## config.mk

```make
export PLATFORM = sky130hd
export DESIGN_NAME = image_line_packer
export DESIGN_NICKNAME = d
export VERILOG_FILES = /design/src/rtl/image_line_packer.sv
export SDC_FILE = /design/constraint.sdc
export NUM_CORES = 1
export LEC_CHECK = 0
export BUFFER_PORTS_ARGS = -buffer_cell sky130_fd_sc_hd__buf_2
export CAP_MARGIN = 0
export CORE_MARGIN = 2
export CORE_UTILIZATION = 54
export CTS_BUF_LIST = sky130_fd_sc_hd__clkbuf_8
export DETAILED_ROUTE_END_ITERATION = 16
export GPL_ROUTABILITY_DRIVEN = 1
export PLACE_DENSITY = 0.84
export SLEW_MARGIN = 20
export SYNTH_ARGS = -nofsm -noshare
export SYNTH_HDL_FRONTEND = slang
export SYNTH_SLANG_ARGS = --single-unit
```

## constraint.sdc

```tcl
create_clock -name clk_rxg -period 4.31 [get_ports clk_rxg]
set_input_delay 0.862 -clock clk_rxg [delete_from_list [all_inputs] [get_ports clk_rxg]]
set_output_delay 0.862 -clock clk_rxg [all_outputs]
set_load 0.005 [all_outputs]
```

## src/rtl/image_line_packer.sv

```systemverilog
// image_line_packer: zero-extends lane pixels to output words, tags line start/end on ch0,
// counts completed and aborted lines; gated by synced power-enable, re-armed by frame-enable edge.
module image_line_packer #(
  parameter int          LVDS_PAIRS  = 8,
  parameter int          PIX_BITS    = 12,
  parameter int          OUT_BITS    = 16,
  parameter int          LINE_LEN    = 256,
  parameter logic [3:0]  SOL_TAG     = 4'hF,
  parameter bit          EOL_TAG_EN  = 1'b0,
  parameter logic [3:0]  EOL_TAG     = 4'hE,
  parameter int          GAP_TIMEOUT = 1024
) (
  input  logic                           clk_rxg,
  input  logic                           rst_rx_n,
  input  logic                           eds_power_en,
  input  logic                           eds_frame_en,
  input  logic                           lval_in,
  input  logic [LVDS_PAIRS*PIX_BITS-1:0] data_in,
  input  logic                           err_clr,
  output logic                           lval_out,
  output logic [LVDS_PAIRS*OUT_BITS-1:0] data_out,
  output logic                           sol_out,
  output logic                           eol_out,
  output logic                           frame_start,
  output logic [15:0]                    line_cnt,
  output logic                           short_line_err,
  output logic [7:0]                     short_line_cnt
);
  localparam int TAG_BITS = OUT_BITS - PIX_BITS;
  localparam int CW = $clog2(LINE_LEN) + 1;
  localparam int GW = $clog2(GAP_TIMEOUT + 1) + 1;
  localparam int DW = LVDS_PAIRS * OUT_BITS;

  typedef enum logic [1:0] {OFF, ARMED, LINE} state_t;

  state_t            state_q, state_d;
  logic [1:0]        pwr_sync_q, fe_sync_q;
  logic [CW-1:0]     beat_q, beat_d;
  logic [GW-1:0]     gap_q, gap_d;
  logic              lval_q, lval_d, sol_q, sol_d, eol_q, eol_d, fs_q, fs_d, serr_q, serr_d;
  logic [DW-1:0]     data_q, data_d, pack;
  logic [15:0]       line_cnt_q, line_cnt_d;
  logic [7:0]        scnt_q, scnt_d, scnt_base;
  logic              pwr, fedge, emit, first, last, abort;
  logic [TAG_BITS-1:0] tag0;

  assign pwr   = pwr_sync_q[1];
  assign fedge = fe_sync_q[0] & ~fe_sync_q[1];
  assign tag0  = first ? TAG_BITS'(SOL_TAG) : (last && EOL_TAG_EN) ? TAG_BITS'(EOL_TAG) : '0;

  always_comb begin
    pack = '0;
    for (int i = 0; i < LVDS_PAIRS; i++)
      pack[i*OUT_BITS +: PIX_BITS] = data_in[i*PIX_BITS +: PIX_BITS];
    pack[PIX_BITS +: TAG_BITS] = tag0;
  end

  always_comb begin
    state_d    = state_q;
    beat_d     = beat_q;
    gap_d      = gap_q;
    line_cnt_d = line_cnt_q;
    data_d     = data_q;
    fs_d       = fedge;
    abort      = 1'b0;
    emit       = 1'b0;
    first      = state_q == ARMED;
    last       = beat_q == CW'(LINE_LEN - 1);
    if (!pwr) begin
      abort      = state_q == LINE;
      state_d    = OFF;
      beat_d     = '0;
      gap_d      = '0;
      data_d     = '0;
      line_cnt_d = '0;
    end else if (fedge) begin
      abort      = state_q == LINE;
      state_d    = ARMED;
      beat_d     = '0;
      gap_d      = '0;
      line_cnt_d = '0;
    end else if (state_q == OFF) begin
      state_d = ARMED;
    end else if (lval_in) begin
      emit    = 1'b1;
      gap_d   = '0;
      data_d  = pack;
      beat_d  = last ? '0 : beat_q + CW'(1);
      state_d = last ? ARMED : LINE;
      if (last) line_cnt_d = (line_cnt_q == 16'hFFFF) ? line_cnt_q : line_cnt_q + 16'd1;
    end else if (state_q == LINE) begin
      gap_d = gap_q + GW'(1);
      if (GAP_TIMEOUT != 0 && gap_d == GW'(GAP_TIMEOUT)) begin
        abort   = 1'b1;
        state_d = ARMED;
        beat_d  = '0;
        gap_d   = '0;
      end
    end
    lval_d    = emit;
    sol_d     = emit & first;
    eol_d     = emit & last;
    // a clear in the same cycle as an abort is applied before the abort counts
    scnt_base = err_clr ? 8'd0 : scnt_q;
    scnt_d    = (abort && scnt_base != 8'hFF) ? scnt_base + 8'd1 : scnt_base;
    serr_d    = (serr_q & ~err_clr) | abort;
  end

  always_ff @(posedge clk_rxg or negedge rst_rx_n) begin
    if (!rst_rx_n) begin
      pwr_sync_q <= '0;
      fe_sync_q  <= '0;
      state_q    <= OFF;
      beat_q     <= '0;
      gap_q      <= '0;
      lval_q     <= 1'b0;
      sol_q      <= 1'b0;
      eol_q      <= 1'b0;
      fs_q       <= 1'b0;
      data_q     <= '0;
      line_cnt_q <= '0;
      serr_q     <= 1'b0;
      scnt_q     <= '0;
    end else begin
      pwr_sync_q <= {pwr_sync_q[0], eds_power_en};
      fe_sync_q  <= {fe_sync_q[0], eds_frame_en};
      state_q    <= state_d;
      beat_q     <= beat_d;
      gap_q      <= gap_d;
      lval_q     <= lval_d;
      sol_q      <= sol_d;
      eol_q      <= eol_d;
      fs_q       <= fs_d;
      data_q     <= data_d;
      line_cnt_q <= line_cnt_d;
      serr_q     <= serr_d;
      scnt_q     <= scnt_d;
    end
  end

  assign lval_out       = lval_q;
  assign sol_out        = sol_q;
  assign eol_out        = eol_q;
  assign frame_start    = fs_q;
  assign data_out       = data_q;
  assign line_cnt       = line_cnt_q;
  assign short_line_err = serr_q;
  assign short_line_cnt = scnt_q;
endmodule

```

==> metrics.yaml, run 1 <==
routing:
  routedWlPerCell_um: 17.1
  drt_iter0_drc: 320
  drt-pass1-iter-count: 5
  vias: 5237
  drc: 0
  routed_wl_um: 15900
  vias_per_cell: 5.65
  antenna_left: 0
worst_setup_path:
  crit_chain: "ha_1, nand4_1, nor2_1, o32ai_1, a2111oi_4, a21oi_2, nor3_1, mux2_2"
  r2r_cells: 8
  crit_arrival_ns: 3.33
  reg2reg_from: "gap_q[0]"
  crit_path_top_delay_cell: "dfrtp_1"
  worst-path-stages: 8
  crit_path_max_fanout: 12
  r2r-end: "short_line_cnt[1]"
  slowest_delay_ns: 0.46
  start_kind: "register"
  crit_start: "gap_q[0]"
  cp-end-kind: "register"
  crit_buf_inv: 0
  worstSetupPathType: "register to register"
  reg2reg_slack_ns: 1.34
  crit_end: "short_line_cnt[1]"
  crit_family: "simple AND/OR/NAND/NOR gates"
  worstPathRequired_ns: 4.66
synthesis:
  synth_edf_count: 0
  synth_top_area_cell: "dfrtp_1"
  synth_ff_type: "dfrtp_1"
  synthesis.area_mm2: 0.00655
  async_reset_ff_share_pct: 100
  yosysSeqAreaShare_pct: 58.4
  synth_top_area_share_pct: 58.4
  synthTopCellsByArea: "dfrtp_1 (58%), a22o_1 (14%), buf_4 (3.6%), a21oi_1 (1.6%), nor2_1 (1.6%)"
  avgSynthCellArea_um2: 11.9
  ys_types: 57
  yosysWarnings: 0
  synth_cells: 550
  synth-seq-cells: 153
floorplanning:
  fp.dieH_um: 114
  start_util_pct: 55.0
  rows: 40
  dieArea_mm2: 0.0130
  die_x_um: 114
  core-area_mm2: 0.0119
  ioPinCount: 259
cts:
  cts.repair.resized: 0
  cts_tree: "done"
  cts_made_buffers: 17
  clockBufferDepth: 2
  cts-root-buf: "clkbuf_8"
  post_cts_buffers: 0
  clkLatencyLatePin_ns: 0.47
  cts_max_level: 4
  path_clk_slew_ns: 0.08
  clock-sinks: 153
  hold_buffers: 0
sta:
  fmax_ghz: 0.336
  slew_headroom_pct: 31.2
  finalHoldViolations: 0
  rsz0062_at_grt: "false"
  worst_pin_slew_ns: 1.03
  min_period_ns: 2.97
  min_period_over_period_pct: 69.0
  setup_violations: 0
  holdWs_ns: 0.366
  tns_ns: 0
  skew_ns: 0.00878
  slew_violations: 0
placed_design:
  place.gp.congestion: 0.830
  io_buffers: 230
  dp_hpwl_um: 11100
finish:
  area_delta_synth_final_pct: 24.0
  n_antenna_cell: 0
  drive_above_1_share_pct: 36.4
  n_fill_cell: 867
  nNetsFinal: 874
global_route:
  grtUsageTotal_pct: 24.8
  grt_pass1_wl_um: 25100
  globalRouteOverflowTotal: 0
  grt_max_degree: 115
  grt_pass1_vias: 5126
  antenna_found_initial: 0
job:
  cap_violations: 0
hold_path:
  hold_path.class: "register to register"
power:
  p_leak_nw: 4.33
  power.density_mw_per_mm2: 375
  ir_drop_uv: 286
run_status:
  status: "finished clean"
==> sequential cells by signal, indices dropped and copies added, names as in the netlist <==
name / count
fe_sync_q: 2
data_out: 97
beat_q: 9
eol_out: 1
line_cnt: 16
gap_q: 12
short_line_err: 1
frame_start: 1
short_line_cnt: 8
lval_out: 1
pwr_sync_q: 2
state_q: 2
sol_out: 1
==> area by class of cell <==
class / instances / area, um2 / share of cell area, %
multi-input combinational: 354 / 2430 / 29.9
clock inverter: 14 / 203 / 2.49
inverter: 6 / 22.5 / 0.277
timing repair buffer: 235 / 1210 / 14.9
tap: 147 / 184 / 2.26
clock buffer: 18 / 248 / 3.05
sequential: 153 / 3830 / 47.1
==> cells in the mapped netlist (8+ instances only) <==
| cell | number |
|---|---|
| dfrtp_1 | 153 |
| nor2_1 | 28 |
| a21oi_1 | 21 |
| nand3_1 | 14 |
| xor2_1 | 10 |
| a22o_1 | 101 |
| nor3_1 | 9 |
| o21ai_0 | 18 |
| or3_1 | 8 |
| buf_4 | 31 |
| clkbuf_1 | 26 |
| nand2_1 | 20 |
==> stage by stage <==
stage / std cells / worst slack (ns) / utilization (%) / instance area, um2 / power (W)
floorplan: 577 / 1.71 / - / 6650 / 0.00171
global placement: 894 / 1.47 / 64.4 / 7670 / 0.00184
detailed placement: 894 / 1.27 / 64.4 / 7670 / 0.00185
CTS: 926 / 1.26 / 68.1 / 8120 / 0.00307
global route: 927 / 1.03 / 68.2 / 8130 / 0.00317
finish: 927 / 1.34 / 68.2 / 8130 / 0.00305
==> where the power goes <==
group | leakage [nW] | total (W) | switching, W | internal, W
Combinational | 2.01 | 0.000289 | 0.000161 | 0.000129
Sequential | 2.09 | 0.00153 | 0.0000410 | 0.00149
Clock | 0.230 | 0.00123 | 0.000528 | 0.000698
==> worst min path at each step <==
stage | startpoint | to | slack [ns] | cells after the start
after detailed placement | pwr_sync_q[0] | pwr_sync_q[1] | 0.36 | 0
final | pwr_sync_q[0] | pwr_sync_q[1] | 0.37 | 0
after floorplan | pwr_sync_q[0] | pwr_sync_q[1] | 0.33 | 0
after global placement | pwr_sync_q[0] | pwr_sync_q[1] | 0.34 | 0
after CTS | pwr_sync_q[0] | pwr_sync_q[1] | 0.37 | 0
after global routing | pwr_sync_q[0] | pwr_sync_q[1] | 0.38 | 0
==> cell families (layout without fill, tap and decap cells) <==
family | count (synthesis) | after routing | share of synthesized area [%]
AOI/OAI and AO/OA | 169 | 169 | 20.1
buffers and inverters | 70 | 273 | 6.17
other | 1 | 28 | 0.0572
xor gates and xnor gates | 17 | 17 | 2.27
and+or+nand+nor | 130 | 130 | 11.2
adders and majority gates | 5 | 5 | 0.955
muxes | 5 | 5 | 0.840
DFF | 153 | 153 | 58.4
==> metal layers <==
metal | vias up | part of all wire [%] | GRT usage (%) | wire length (um)
li1 | 2408 | - | - | -
met1 | 2566 | 39 | 30.3 | 6260
met2 | 231 | 51 | 41.0 | 8150
met3 | 32 | 7.2 | 8.36 | 1150
met4 | 0 | 2.1 | 9.67 | 339
met5 | - | 0 | 0 | 0
==> cell usage in the layout (no fill, tap or decap), types with 2 or more instances in the layout <==
cell	count
or4_1	5
nand4_1	7
nand3_1	14
nand2b_1	6
ha_1	5
and3_1	5
a21oi_2	3
conb_1	28
nor2b_1	5
nor2_1	27
a21o_1	3
mux2_2	4
buf_4	4
and4_1	3
clkbuf_8	19
a21oi_1	21
clkinv_2	5
nor3_1	9
buf_2	229
nor4_1	2
clkinvlp_4	2
dfrtp_1	153
a211oi_1	2
or3_1	8
o31ai_1	5
a31oi_1	6
bufinv_16	5
xnor2_1	7
o21ai_0	18
and2_1	2
nand2_1	20
a22o_1	101
or2_2	2
xor2_1	10
and4_4	2
inv_1	7
Note: power is estimated with default switching activity, not from simulation.
==> run 2: changes to the inputs <==
--- a/config.mk
+++ b/config.mk
@@ -8,11 +8,11 @@
 export BUFFER_PORTS_ARGS = -buffer_cell sky130_fd_sc_hd__buf_2
 export CAP_MARGIN = 0
 export CORE_MARGIN = 2
-export CORE_UTILIZATION = 54
+export CORE_UTILIZATION = 45
 export CTS_BUF_LIST = sky130_fd_sc_hd__clkbuf_8
 export DETAILED_ROUTE_END_ITERATION = 16
 export GPL_ROUTABILITY_DRIVEN = 1
-export PLACE_DENSITY = 0.84
+export PLACE_DENSITY = 0.74
 export SLEW_MARGIN = 20
 export SYNTH_ARGS = -nofsm -noshare
 export SYNTH_HDL_FRONTEND = slang
==> constraint.sdc (replaced) <==
create_clock -name clk_rxg -period 2.5 [get_ports clk_rxg]
set_input_delay 0.5 -clock clk_rxg [delete_from_list [all_inputs] [get_ports clk_rxg]]
set_output_delay 0.5 -clock clk_rxg [all_outputs]
set_load 0.005 [all_outputs]
==> metrics.yaml, run 2 (synthesized netlist as in run 1, its figures left out) <==
worst_setup_path:
  start_kind: "register"
  reg2reg_slack_ns: 0.06
  crit_arrival_ns: 2.81
  crit_start: "gap_q[0]"
  worstPathRequired_ns: 2.87
  cp-end-kind: "register"
  reg2reg_from: "gap_q[0]"
  worstSetupPathType: "register to register"
  crit_path_max_fanout: 7
floorplanning:
  dieArea_mm2: 0.0155
  fp.dieH_um: 125
  core-area_mm2: 0.0144
  rows: 44
  ioPinCount: 259
  die_x_um: 125
  start_util_pct: 45.6
sta:
  min_period_ns: 2.44
  skew_ns: 0.0115
  slew_violations: 0
  holdWs_ns: -0.00431
  worst_pin_slew_ns: 0.557
  setup_violations: 0
  rsz0062_at_grt: "true"
  slew_headroom_pct: 62.9
  min_period_over_period_pct: 97.7
  finalHoldViolations: 2
  fmax_ghz: 0.409
routing:
  drt-pass1-iter-count: 6
  vias_per_cell: 5.37
  drt_iter0_drc: 307
  routedWlPerCell_um: 16.4
  antenna_left: 0
  vias: 5321
  drc: 0
  routed_wl_um: 16300
finish:
  drive_above_1_share_pct: 39.7
  area_delta_synth_final_pct: 27.7
  seq_area_mm2: 0.00383
  multiInputGateArea_mm2: 0.00248
  n_antenna_cell: 0
  nNetsFinal: 902
  n_fill_cell: 1214
  stdcell_count: 991
  largest_reg_flops: 97
  final_cell_mix: "buf_2 (229), dfrtp_1 (151), a22o_1 (101)"
  final_common_cell: "buf_2"
hold_path:
  hold_path.class: "primary input to async pin"
placed_design:
  place.gp.congestion: 0.837
  dp_hpwl_um: 11800
  io_buffers: 230
  place_inst: 957
cts:
  cts_tree: "done"
  path_clk_slew_ns: 0.09
  hold_buffers: 0
  clockBufferDepth: 2
  clock-sinks: 153
  cts-root-buf: "clkbuf_8"
  cts_made_buffers: 17
  cts_max_level: 4
  clkLatencyLatePin_ns: 0.45
run_status:
  status: "finished with violations"
  violations: "hold timing"
job:
  cap_violations: 0
global_route:
  grt_pass1_vias: 5454
  antenna_found_initial: 0
  globalRouteOverflowTotal: 0
  grt_max_degree: 73
  grtUsageTotal_pct: 21.0
  grt_pass1_wl_um: 26700
power:
  ir_drop_uv: 441
  fin_total_pwr_w: 0.00492
  power.density_mw_per_mm2: 588
  p_leak_nw: 4.44
run 2: worst max-delay path, stage by stage (launching register included):
cell and delay, ns:
dfrtp_2 0.45, and3_4 0.22, and4_4 0.21, or4b_4 0.50, a21oi_2 0.19, a21oi_2 0.11
buf_4 0.17, or3_1 0.34, a21oi_1 0.17
run 2: repair_timing:
action,4_1_cts,5_1_grt
endpoints found under the setup margin,1,27
gates resized for setup,1,11
pin swaps,0,6
setup buffers,0,3
run 2: layer usage:
layer  share of wire [%]  vias up  GRT usage, %
met2                  50      186          35.1
met5                   0        -             0
met3                 6.0       29          5.41
met4                 2.1        0          8.53
met1                  42     2651          26.2
li1                    -     2455             -
run 2: final timing paths:
path | to | cells past startpoint
worst max-delay path | short_line_cnt[5] | 8
worst min-delay path | short_line_cnt[0] | 1
worst max register to register | short_line_cnt[5] | 8
worst min register to register | pwr_sync_q[1] | 0
max in group asynchronous | gap_q[0] | 2
min in group clk_rxg | fe_sync_q[0] | 1
run 2: cell type report:
| type | count | area share (%) |
|---|---|---|
| Sequential cell | 153 | 45.8 |
| Multi-Input combinational cell | 354 | 29.6 |
| Timing Repair Buffer | 263 | 17.2 |
| Clock buffer | 17 | 2.80 |
| Tap cell | 184 | 2.75 |
| Clock inverter | 14 | 1.54 |
| Inverter | 6 | 0.269 |
run 2: stage by stage:
stage | TNS, ns | util (%) | area, um2 | setup slack, ns
after global routing | -0.0299 | 58.3 | 8370 | -0.00872
after floorplan | 0 | - | 6660 | 0.00564
after detailed placement | -0.0143 | 55.2 | 7940 | -0.0143
final | 0 | 58.3 | 8370 | 0.0569
after CTS | -0.00506 | 57.8 | 8300 | -0.00506
after global placement | 0 | 55.2 | 7940 | 0.0815
run 2: power breakdown:
| group | total, W | internal, W | switching [W] |
|---|---|---|---|
| registers | 0.00264 | 0.00258 | 0.0000672 |
| logic | 0.000535 | 0.000247 | 0.000288 |
| clock network | 0.00174 | 0.000788 | 0.000957 |
| total | 0.00492 | 0.00361 | 0.00131 |
==> run 3: changes to the inputs <==
--- a/config.mk
+++ b/config.mk
@@ -6,14 +6,13 @@
 export NUM_CORES = 1
 export LEC_CHECK = 0
 export BUFFER_PORTS_ARGS = -buffer_cell sky130_fd_sc_hd__buf_2
-export CAP_MARGIN = 0
+export CAP_MARGIN = 30
 export CORE_MARGIN = 2
 export CORE_UTILIZATION = 45
 export CTS_BUF_LIST = sky130_fd_sc_hd__clkbuf_8
 export DETAILED_ROUTE_END_ITERATION = 16
 export GPL_ROUTABILITY_DRIVEN = 1
-export PLACE_DENSITY = 0.74
-export SLEW_MARGIN = 20
+export PLACE_DENSITY = 0.78
 export SYNTH_ARGS = -nofsm -noshare
 export SYNTH_HDL_FRONTEND = slang
 export SYNTH_SLANG_ARGS = --single-unit
==> metrics.yaml, run 3 (synthesized netlist as in run 1, its figures left out) <==
cts:
  cts_tree: "done"
  path_clk_slew_ns: 0.08
  cts_made_buffers: 17
  clockBufferDepth: 2
  clkLatencyLatePin_ns: 0.45
  clock-sinks: 153
  cts-root-buf: "clkbuf_8"
  hold_buffers: 0
  cts_max_level: 4
routing:
  routed_wl_um: 16100
  antenna_left: 0
  drt_iter0_drc: 271
  routedWlPerCell_um: 16.2
  drc: 0
  drt-pass1-iter-count: 5
  vias: 5309
  vias_per_cell: 5.31
finish:
  multiInputGateArea_mm2: 0.00253
  largest_reg_flops: 97
  finalInstanceArea_mm2: 0.00855
  seq_area_mm2: 0.00383
  nNetsFinal: 909
  final_common_cell: "buf_2"
  n_antenna_cell: 0
  n_fill_cell: 1191
  final_cell_mix: "buf_2 (229), dfrtp_1 (151), a22o_1 (101)"
  area_delta_synth_final_pct: 30.4
  drive_above_1_share_pct: 41.0
floorplanning:
  ioPinCount: 259
  start_util_pct: 45.6
  fp.dieH_um: 125
  core-area_mm2: 0.0144
  rows: 44
  dieArea_mm2: 0.0155
  die_x_um: 125
sta:
  worst_pin_slew_ns: 0.598
  slew_headroom_pct: 60.1
  holdWs_ns: 0.0289
  min_period_over_period_pct: 96.6
  skew_ns: 0.0106
  setup_violations: 0
  slew_violations: 0
  fmax_ghz: 0.414
  tns_ns: 0
  finalHoldViolations: 0
  min_period_ns: 2.41
  rsz0062_at_grt: "true"
placed_design:
  io_buffers: 230
  place.gp.congestion: 0.824
  dp_hpwl_um: 11100
  placed_area_mm2: 0.00797
global_route:
  globalRouteOverflowTotal: 0
  grtUsageTotal_pct: 20.9
  grt_pass1_wl_um: 26100
  grt_pass1_vias: 5163
  grt_max_degree: 87
  antenna_found_initial: 0
worst_setup_path:
  crit_path_max_fanout: 6
  crit_arrival_ns: 2.79
  start_kind: "register"
  cp-end-kind: "register"
  worstPathRequired_ns: 2.88
  worstSetupPathType: "register to register"
power:
  ir_drop_uv: 363
  p_leak_nw: 4.51
  fin_total_pwr_w: 0.00525
  power.density_mw_per_mm2: 614
run_status:
  status: "finished clean"
job:
  cap_violations: 0
hold_path:
  hold_path.class: "primary input to async pin"
[run 3: worst max-delay path, cell delays in order, from the launching register on]
cell and delay, ns:
dfrtp_1 0.43, ha_4 0.18, nand4_1 0.16, buf_4 0.20, nor4_4 0.14, o211ai_1 0.14
buf_4 0.17, a21oi_4 0.16, a21oi_4 0.10, or4_1 0.50, a21oi_1 0.15
[run 3: per-layer routing]
metal  share of wire, %  routed length [um]  up-vias  track usage, %
li1                   -                   -     2486               -
met1                 42                6820     2611            26.6
met2                 49                7920      186            33.7
met3                6.5                1050       26            6.96
met4                2.2                 355        0            7.20
met5                  0                   0        -               0
[run 3: timing repair]
| action | in CTS | in global routing |
|---|---|---|
| buffers inserted | 1 | 4 |
| resized for setup | 1 | 19 |
| pin swaps | 1 | 9 |
| gates cloned | 0 | 1 |
| endpoints found under the setup margin | 9 | 28 |
| endpoints found under the hold margin | 0 | 0 |
[run 3: layout make-up]
type,count,share of cell area [%]
Clock inverter,13,2.11
Inverter,6,0.264
Multi-Input combinational cell,355,29.6
Timing Repair Buffer,269,17.5
Sequential cell,153,44.8
Tap cell,184,2.69
Clock buffer,19,3.06
[run 3: per-stage QoR]
stage / utilization [%] / cells / worst slack (ns)
after floorplan: - / 577 / 0.00564
after global routing: 59.5 / 999 / -0.0241
after global placement: 55.4 / 961 / 0.00185
final: 59.5 / 999 / 0.0852
after detailed placement: 55.4 / 961 / -0.0710
after CTS: 58.6 / 994 / 0.0304
[run 3: path summary, 6_finish.rpt]
path	cells after the start	to	from	slack (ns)
setup reg to reg	10	short_line_cnt[3]	gap_q[0]	0.09
hold reg to reg	0	pwr_sync_q[1]	pwr_sync_q[0]	0.36
setup / recovery	10	short_line_cnt[3]	gap_q[0]	0.09
max in group asynchronous	2	data_out[75]	rst_rx_n	1.79
min in group clk_rxg	1	pwr_sync_q[0]	eds_power_en	0.14
hold / removal	1	line_cnt[4]	rst_rx_n	0.03
[run 3: power breakdown]
| part | internal (W) | leakage [nW] | total [W] | switching [W] |
|---|---|---|---|---|
| registers | 0.00257 | 2.09 | 0.00264 | 0.0000641 |
| logic | 0.000249 | 2.20 | 0.000537 | 0.000288 |
| clock network | 0.00107 | 0.223 | 0.00207 | 0.000998 |
